## config.mk

```make
export PLATFORM = sky130hd
export DESIGN_NAME = alu_arbiter
export DESIGN_NICKNAME = d
export VERILOG_FILES = /design/src/rtl/alu_pkg.sv /design/src/rtl/rr_arbiter2.sv /design/src/rtl/alu_arbiter.sv
export SDC_FILE = /design/constraint.sdc
export NUM_CORES = 1
export LEC_CHECK = 0
export CORE_MARGIN = 3
export CORE_UTILIZATION = 38
export CTS_CLUSTER_DIAMETER = 150
export DETAILED_ROUTE_END_ITERATION = 7
export PLACE_DENSITY = 0.78
export SLEW_MARGIN = 20
export SYNTH_ARGS = -nofsm -noshare
export SYNTH_HDL_FRONTEND = slang
export SYNTH_SLANG_ARGS = --single-unit
```

## constraint.sdc

```tcl
create_clock -name clk -period 2.7 [get_ports clk]
set_input_delay 0.675 -clock clk [delete_from_list [all_inputs] [get_ports clk]]
set_output_delay 0.675 -clock clk [all_outputs]
set_load 0.01 [all_outputs]
```

## src/rtl/alu_pkg.sv

```systemverilog
// Shared opcode map, FSM encoding and opcode classification helpers
// for the two-requester ALU arbiter.
package alu_pkg;

  localparam logic [4:0] OP_ADD  = 5'h00;
  localparam logic [4:0] OP_SUB  = 5'h01;
  localparam logic [4:0] OP_MUL  = 5'h02;
  localparam logic [4:0] OP_DIV  = 5'h03;
  localparam logic [4:0] OP_RMOD = 5'h04;
  localparam logic [4:0] OP_AND  = 5'h05;
  localparam logic [4:0] OP_OR   = 5'h06;
  localparam logic [4:0] OP_XOR  = 5'h07;
  localparam logic [4:0] OP_NOR  = 5'h08;
  localparam logic [4:0] OP_SLL  = 5'h09;
  localparam logic [4:0] OP_SRL  = 5'h0A;
  localparam logic [4:0] OP_SRA  = 5'h0B;
  localparam logic [4:0] OP_SLT  = 5'h0C;
  localparam logic [4:0] OP_SLTU = 5'h0D;
  localparam logic [4:0] OP_EQ   = 5'h0E;
  localparam logic [4:0] OP_MIN  = 5'h10;
  localparam logic [4:0] OP_MAX  = 5'h11;
  localparam logic [4:0] OP_MINU = 5'h12;
  localparam logic [4:0] OP_MAXU = 5'h13;
  localparam logic [4:0] OP_LT   = 5'h14;
  localparam logic [4:0] OP_NEQ  = 5'h15;

  // Driven whenever the ALU is not executing; the divider treats it as stop.
  localparam logic [4:0] ALU_IDLE_OP = 5'b11111;

  typedef enum logic [1:0] {
    ST_IDLE = 2'd0,
    ST_EXEC = 2'd1,
    ST_RESP = 2'd2
  } state_t;

  function automatic logic is_legal_op(input logic [4:0] op);
    return (op <= OP_EQ) || ((op >= OP_MIN) && (op <= OP_NEQ));
  endfunction

  function automatic logic is_div_op(input logic [4:0] op);
    return (op == OP_DIV) || (op == OP_RMOD);
  endfunction

endpackage

```

## src/rtl/rr_arbiter2.sv

```systemverilog
// Two-way round-robin grant; a tie goes to the requester not granted last.
module rr_arbiter2 (
  input  logic       clk,
  input  logic       reset,
  input  logic [1:0] req_valid,
  input  logic       update,
  output logic [1:0] grant,
  output logic       grant_idx
);

  logic last_grant_reg;

  always_comb begin
    grant_idx = 1'b0;
    grant     = 2'b00;
    case (req_valid)
      2'b01:   grant_idx = 1'b0;
      2'b10:   grant_idx = 1'b1;
      2'b11:   grant_idx = ~last_grant_reg;
      default: grant_idx = 1'b0;
    endcase
    if (req_valid != 2'b00) begin
      grant = grant_idx ? 2'b10 : 2'b01;
    end
  end

  // Reset to 1 so requester 0 wins the first tie.
  always_ff @(posedge clk or negedge reset) begin
    if (!reset) begin
      last_grant_reg <= 1'b1;
    end else if (update) begin
      last_grant_reg <= grant_idx;
    end
  end

endmodule

```

## src/rtl/alu_arbiter.sv

```systemverilog
// Shares one ALU between two valid/ready requesters, holding operands for
// multi-cycle ops and answering illegal or hung operations with an error.
module alu_arbiter
  import alu_pkg::*;
#(
  parameter int BIT_WIDTH      = 32,
  parameter int TIMEOUT_CYCLES = 64
) (
  input  logic                   clk,
  input  logic                   reset,
  input  logic [1:0]             req_valid,
  output logic [1:0]             req_ready,
  input  logic [9:0]             req_op,
  input  logic [2*BIT_WIDTH-1:0] req_a,
  input  logic [2*BIT_WIDTH-1:0] req_b,
  output logic [1:0]             resp_valid,
  input  logic [1:0]             resp_ready,
  output logic [BIT_WIDTH-1:0]   resp_result,
  output logic                   resp_error,
  output logic                   busy,
  output logic [BIT_WIDTH-1:0]   alu_a,
  output logic [BIT_WIDTH-1:0]   alu_b,
  output logic [4:0]             alu_control,
  input  logic                   alu_done,
  input  logic [BIT_WIDTH-1:0]   alu_result
);

  localparam int CNT_W = $clog2(TIMEOUT_CYCLES);
  localparam logic [CNT_W-1:0] CNT_LAST = CNT_W'(TIMEOUT_CYCLES - 1);

  logic [4:0]           op_vec [2];
  logic [BIT_WIDTH-1:0] a_vec  [2];
  logic [BIT_WIDTH-1:0] b_vec  [2];

  for (genvar gi = 0; gi < 2; gi++) begin : g_unpack
    assign op_vec[gi] = req_op[gi*5 +: 5];
    assign a_vec[gi]  = req_a[gi*BIT_WIDTH +: BIT_WIDTH];
    assign b_vec[gi]  = req_b[gi*BIT_WIDTH +: BIT_WIDTH];
  end

  state_t               state_reg, state_next;
  logic [4:0]           op_reg, op_next;
  logic [BIT_WIDTH-1:0] a_reg, a_next;
  logic [BIT_WIDTH-1:0] b_reg, b_next;
  logic                 owner_reg, owner_next;
  logic [CNT_W-1:0]     cnt_reg, cnt_next;
  logic [BIT_WIDTH-1:0] result_reg, result_next;
  logic                 error_reg, error_next;

  logic [1:0] grant;
  logic       grant_idx;
  logic       accept;
  logic       done_ok;

  rr_arbiter2 u_arb (
    .clk       (clk),
    .reset     (reset),
    .req_valid (req_valid),
    .update    (accept),
    .grant     (grant),
    .grant_idx (grant_idx)
  );

  always_comb begin
    state_next  = state_reg;
    op_next     = op_reg;
    a_next      = a_reg;
    b_next      = b_reg;
    owner_next  = owner_reg;
    cnt_next    = cnt_reg;
    result_next = result_reg;
    error_next  = error_reg;
    accept      = 1'b0;
    req_ready   = 2'b00;
    resp_valid  = 2'b00;
    alu_control = ALU_IDLE_OP;
    // The divider may still report completion of an earlier op on its first cycle.
    done_ok     = alu_done && !(is_div_op(op_reg) && (cnt_reg == '0));

    case (state_reg)
      ST_IDLE: begin
        req_ready = grant;
        if (req_valid != 2'b00) begin
          accept     = 1'b1;
          owner_next = grant_idx;
          op_next    = op_vec[grant_idx];
          if (is_legal_op(op_vec[grant_idx])) begin
            a_next     = a_vec[grant_idx];
            b_next     = b_vec[grant_idx];
            cnt_next   = '0;
            state_next = ST_EXEC;
          end else begin
            result_next = '0;
            error_next  = 1'b1;
            state_next  = ST_RESP;
          end
        end
      end
      ST_EXEC: begin
        alu_control = op_reg;
        if (cnt_reg != '1) begin
          cnt_next = cnt_reg + CNT_W'(1);
        end
        if (done_ok) begin
          result_next = alu_result;
          error_next  = 1'b0;
          state_next  = ST_RESP;
        end else if (cnt_reg == CNT_LAST) begin
          result_next = '0;
          error_next  = 1'b1;
          state_next  = ST_RESP;
        end
      end
      ST_RESP: begin
        resp_valid = owner_reg ? 2'b10 : 2'b01;
        if (resp_ready[owner_reg]) begin
          state_next = ST_IDLE;
        end
      end
      default: state_next = ST_IDLE;
    endcase
  end

  always_ff @(posedge clk or negedge reset) begin
    if (!reset) begin
      state_reg  <= ST_IDLE;
      op_reg     <= '0;
      a_reg      <= '0;
      b_reg      <= '0;
      owner_reg  <= 1'b0;
      cnt_reg    <= '0;
      result_reg <= '0;
      error_reg  <= 1'b0;
    end else begin
      state_reg  <= state_next;
      op_reg     <= op_next;
      a_reg      <= a_next;
      b_reg      <= b_next;
      owner_reg  <= owner_next;
      cnt_reg    <= cnt_next;
      result_reg <= result_next;
      error_reg  <= error_next;
    end
  end

  assign busy        = (state_reg != ST_IDLE);
  assign alu_a       = a_reg;
  assign alu_b       = b_reg;
  assign resp_result = result_reg;
  assign resp_error  = error_reg;

endmodule
```

==> impl_metrics.toml, run 1 <==
[status]
status = "finished, final reports clean"

[sta]
hold_ws_ns = 0.255
slew_headroom = 0.708
hold_violations = 0
fin_skew_ns = 0.00586
fin_ws_ns = 0.0764
timing.final.crit_period_ns = 2.62
setup_viol = 0
grt_setup_unrepaired = "false"
drv_slew = 0
setup_tns_ns = 0
max_clock_freq_mhz = 381
period_share = 0.972
worst_slew_pin_slew_ns = 0.438

[min_path]
hold_class = "in2async"

[clocking]
cts_buffer_depth = 2
cts_root_buf = "clkbuf_16"
ctsHtreeMaxLevel = 3
clk_pin_slew_ns = 0.07
post_cts_buffers = 0
cts_tree = "built"
clkLatencyLatePin_ns = 0.35
ctsHoldBuffers = 0
clock_sink_count = 112
cts_buffers = 9

[critical_path]
cpPeakStageDelay_ns = 0.56
crit_path_start_kind = "input pin"
arrival_ns = 1.95
path_class = "in2out"
worst-path-buf-inv = 2
slowest_stage = "clkdlybuf4s50_1"
cp_max_fo = 3
cp_top_family = "buffers and inverters"
critical_path.cell_chain = "clkdlybuf4s50_1 > nor2_1 > or2_1 > nor2_1 > dlygate4sd2_1"
cp_common_cell = "nor2_1"
end_kind = "output port"
required_ns = 2.03

[power]
ir_drop_mv = 0.463
seqPwrFrac = 0.341
power.total_mw = 8.81
intPower_mw = 5.78
p_per_area_nw_per_um2 = 1060
p_switching_mw = 3.02
p_sw_frac = 0.343
cellLeakagePower_nw = 3.54
power_frac_comb = 0.486
p_clk_frac = 0.174

[global_route]
grt_use_total = 0.225
grt_pass1_vias = 5006
grt_max_degree = 82
antenna_found_initial = 0
grt_pass1_wl_um = 25800
gr-total-overflow = 0

[flow_run]
maxCapViolations = 0

[floorplan]
die_x_um = 120
pin_count = 284
rows = 41
die_y_um = 120
initial_core_util = 0.390
die_area_um2 = 14400
core_region_area_um2 = 12700

[yosys]
synth.most_common_cell = "nand2_1"
synth-edff-count = 0
synth_ff_type = "dfrtp_1"
synthArstFlopShare = 1.00
synth_top_area_share = 0.562
ys_ff_latch = 112
synth_common_cells = "147 x nand2_1, 111 x dfrtp_1, 76 x nor2_1"
syn_inst = 534
synth-seq-area-share = 0.567
syn_area_um2 = 4940
syn_avg_cell_area_um2 = 9.26
synthTopCellsByArea = "dfrtp_1 56%, nand2_1 11%, a31oi_1 8.9%"
netlist-cell-type-count = 37
yosysWarnings = 0
synth_top_area_cell = "dfrtp_1"
synth_nets = 713

[place]
dpl_cell_area_um2 = 8000
port_buffers = 283
place_hpwl_um = 12400
dp.cells = 968
gp_congestion = 0.773
place_ws_ns = -0.192

[detailed_routing]
drcViolationCount = 0
drt_first_pass_iters = 4
drt_iter0_markers = 329
drtAntennaViolNets = 0
wire_per_inst_um = 16.7
vias_per_cell = 5.11
vias = 5020
wirelength_um = 16400

[layout]
nets = 986
instances_no_fill = 983
drive_above_1_share = 0.0543
fin_area_um2 = 8330
fin_util = 0.658
syn_to_final_growth_pct = 68.6
num_antenna_cells = 0
worst register-to-register path, cell delays in order (launching register included):
cell and delay, ns:
dfrtp_1 0.44, ha_1 0.25, and3_1 0.20, a31oi_1 0.27
o32ai_2 0.13, buf_4 0.18, or3_1 0.35, a21oi_1 0.14
timing repair:
| action | 4_1_cts | 5_1_grt |
|---|---|---|
| resized for setup | 2 | 0 |
| endpoints found under the hold margin | 0 | 0 |
| setup endpoints to repair | 2 | 0 |
cells in the final DEF, fill, tap and decap left out, drive strengths merged, types with 2 or more instances in the layout:
cell / n
clkdlybuf4s50: 280
nand2: 147
dfrtp: 111
nor2: 76
a31oi: 70
a22o: 32
buf: 19
clkbuf: 12
a21oi: 7
or2: 7
inv: 6
nand3: 5
o21ai: 5
a21o: 3
or3: 3
bufinv: 3
nand2b: 2
o31a: 2
ha: 2
dlygate4sd2: 2
o211a: 2
path summary, 6_finish.rpt:
| check | from | endpoint | slack, ns | cells after the start |
|---|---|---|---|---|
| max in group asynchronous | reset | u_arb.last_grant_reg | 1.66 | 2 |
| min reg2reg | resp_result[31] | resp_result[31] | 0.51 | 1 |
| min | reset | resp_result[16] | 0.25 | 1 |
| max reg2reg | cnt_reg[0] | cnt_reg[3] | 0.67 | 7 |
| max | req_valid[0] | req_ready[0] | 0.08 | 5 |
| min in group clk | resp_result[31] | resp_result[31] | 0.51 | 1 |
cells by family (layout without fill, tap and decap cells):
kind of cell	after synthesis	count (layout)	synth area share
simple gates	246	246	0.198
compound gates	129	129	0.186
flops	112	112	0.567
buf+inv	45	322	0.0440
fa+ha+maj	2	2	0.00506
power by group through the flow:
stage	clock [mW]	combinational, mW	sequential (mW)
after global routing	1.61	4.63	3.11
after global placement	0	4.20	2.99
after floorplan	0	1.64	3.30
after detailed placement	0	4.30	3.03
final	1.53	4.28	3.00
after CTS	1.56	4.32	3.00
layout make-up:
class	count	area, µm²
Clock buffer	12	246
Timing Repair Buffer	301	3010
Inverter	6	22.5
Tap cell	172	215
Fill cell	1002	4340
Multi-Input combinational cell	377	1940
Sequential cell	112	2800
Clock inverter	3	90.1
metal layers:
metal	global-route usage	routed length, µm	up-vias
met2	0.379	8020	249
li1	-	-	2382
met4	0.0952	546	0
met3	0.0693	1590	33
met1	0.266	6300	2356
met5	0	0	-
Note: power is estimated with default switching activity, not from simulation.
==> run 2: changes to the inputs <==
CORE_UTILIZATION = 35   (was 38)
PLACE_DENSITY = 0.76   (was 0.78)
SLEW_MARGIN = not set   (was 20)
clock period = 2.3 ns   (was 2.7 ns; I/O delays follow)
==> run 2 against run 1 <==
Compared with the run above: worst setup slack worse by 0.047 ns; via count down 0.18%; critical path depth up 2; critical path type is now in2reg; highest routed layer unchanged.
==> impl_metrics.toml, run 2 (synthesis gave the netlist of run 1 again) <==
[status]
status = "finished, final reports clean"

[critical_path]
path_class = "in2reg"
cpPeakStageDelay_ns = 0.53
critical_path.cell_chain = "clkdlybuf4s50_1 > a21oi_1 > o211a_2 > o31a_1 > a311o_1 > buf_12 > a22o_1"
cp_max_fo = 34
required_ns = 2.53
worst-path-buf-inv = 2
arrival_ns = 2.50
slowest_stage = "clkdlybuf4s50_1"
crit_path_start_kind = "input pin"
end_kind = "flop"
cp_top_family = "compound AO/OA/AOI/OAI gates"

[floorplan]
pin_count = 284
die_y_um = 125
rows = 42
initial_core_util = 0.366
die_x_um = 125
core_region_area_um2 = 13500
die_area_um2 = 15600

[layout]
instances_no_fill = 993
nFillCells = 1086
drive_above_1_share = 0.0685
nets = 993
final_cell_mix = "270 x clkdlybuf4s50_1, 147 x nand2_1, 110 x dfrtp_1, 74 x nor2_1, 70 x a31oi_1"
mostFrequentLayoutCell = "clkdlybuf4s50_1"
multiInputGateArea_um2 = 1960
num_antenna_cells = 0
syn_to_final_growth_pct = 70.0
seq_area_um2 = 2810

[power]
p_switching_mw = 3.57
p_per_area_nw_per_um2 = 1240
cellLeakagePower_nw = 3.60
ir_drop_mv = 0.497
seqPwrFrac = 0.341
p_clk_frac = 0.167
power_frac_comb = 0.492
power.total_mw = 10.4
intPower_mw = 6.82
p_sw_frac = 0.343

[global_route]
grt_pass1_wl_um = 26300
grt_use_total = 0.207
antenna_found_initial = 0
grt_pass1_vias = 5061
grt_max_degree = 55
gr-total-overflow = 0

[place]
dp.cells = 979
port_buffers = 283
place_ws_ns = -0.400
gp_congestion = 0.884
place_hpwl_um = 12600

[clocking]
clk_pin_slew_ns = 0.07
cts_tree = "built"
cts_buffer_depth = 2
clkLatencyLatePin_ns = 0.35
ctsHtreeMaxLevel = 3
clock_sink_count = 112
cts_root_buf = "clkbuf_16"
cts_buffers = 9
ctsHoldBuffers = 0

[detailed_routing]
wirelength_um = 16400
drtAntennaViolNets = 0
wire_per_inst_um = 16.5
drt_first_pass_iters = 4
vias_per_cell = 5.05
vias = 5011
drcViolationCount = 0
drt_iter0_markers = 237

[min_path]
hold_class = "in2async"

[sta]
period_share = 0.987
setup_tns_ns = 0
timing.final.crit_period_ns = 2.27
slew_headroom = 0.710
drv_slew = 0
worst_slew_pin_slew_ns = 0.435
setup_viol = 0
max_clock_freq_mhz = 440
hold_violations = 0
fin_ws_ns = 0.0290
grt_setup_unrepaired = "false"
fin_skew_ns = 0.00557

[flow_run]
maxCapViolations = 0
run 2: changes by cell type in the layout (fill, tap and decap cells not counted), sizes merged:
cell and change:
clkdlybuf4s50 -10, buf +8, dlygate4sd2 +6, clkbuf -2, dlymetal6s2s +2, clkdlybuf4s15 +1, clkinv +1
run 2: worst paths after layout:
| check | slack, ns | start | endpoint | cells past startpoint |
|---|---|---|---|---|
| worst max-delay path | 0.03 | req_op[4] | resp_result[13] | 7 |
| worst min-delay path | 0.16 | reset | alu_b[2] | 1 |
| worst max register to register | 0.31 | cnt_reg[0] | cnt_reg[3] | 7 |
| worst min register to register | 0.51 | resp_result[17] | resp_result[17] | 1 |
| max in group asynchronous | 1.53 | reset | alu_b[3] | 2 |
| min in group clk | 0.51 | resp_result[17] | resp_result[17] | 1 |
run 2: metrics by stage:
stage | area [µm²] | util | hold slack, ns
finish | 8400 | 0.622 | 0.163
global route | 8400 | 0.622 | 0.181
CTS | 8400 | 0.622 | 0.167
detailed placement | 8070 | 0.598 | 0.495
global placement | 8070 | 0.598 | 0.487
floorplan | 4940 | - | 0.279
run 2: repair_timing:
| item | 4_1_cts | 5_1_grt |
|---|---|---|
| gates resized for setup | 19 | 3 |
| endpoints found under the setup margin | 23 | 2 |
| setup buffers | 0 | 0 |
| pin swaps | 1 | 0 |
run 2: final cells by class:
cell class                 instances  share of cell area
timing repair buffer             308               0.366
sequential                       112               0.334
multi-input combinational        377               0.233
clock buffer                      10              0.0272
tap                              176              0.0262
clock inverter                     4              0.0113
inverter                           6             0.00268
run 2: power groups by stage:
| stage | sequential, mW | combinational, mW | clock (mW) |
|---|---|---|---|
| after CTS | 3.54 | 5.18 | 1.79 |
| after global routing | 3.66 | 5.54 | 1.86 |
| after floorplan | 3.87 | 1.92 | 0 |
| after detailed placement | 3.56 | 5.16 | 0 |
| final | 3.54 | 5.11 | 1.73 |
| after global placement | 3.51 | 5.06 | 0 |
run 2: layer usage:
metal | global-route usage | wire, µm
met2 | 0.355 | 7990
met4 | 0.0670 | 376
met1 | 0.243 | 6550
met5 | 0 | 0
met3 | 0.0746 | 1440
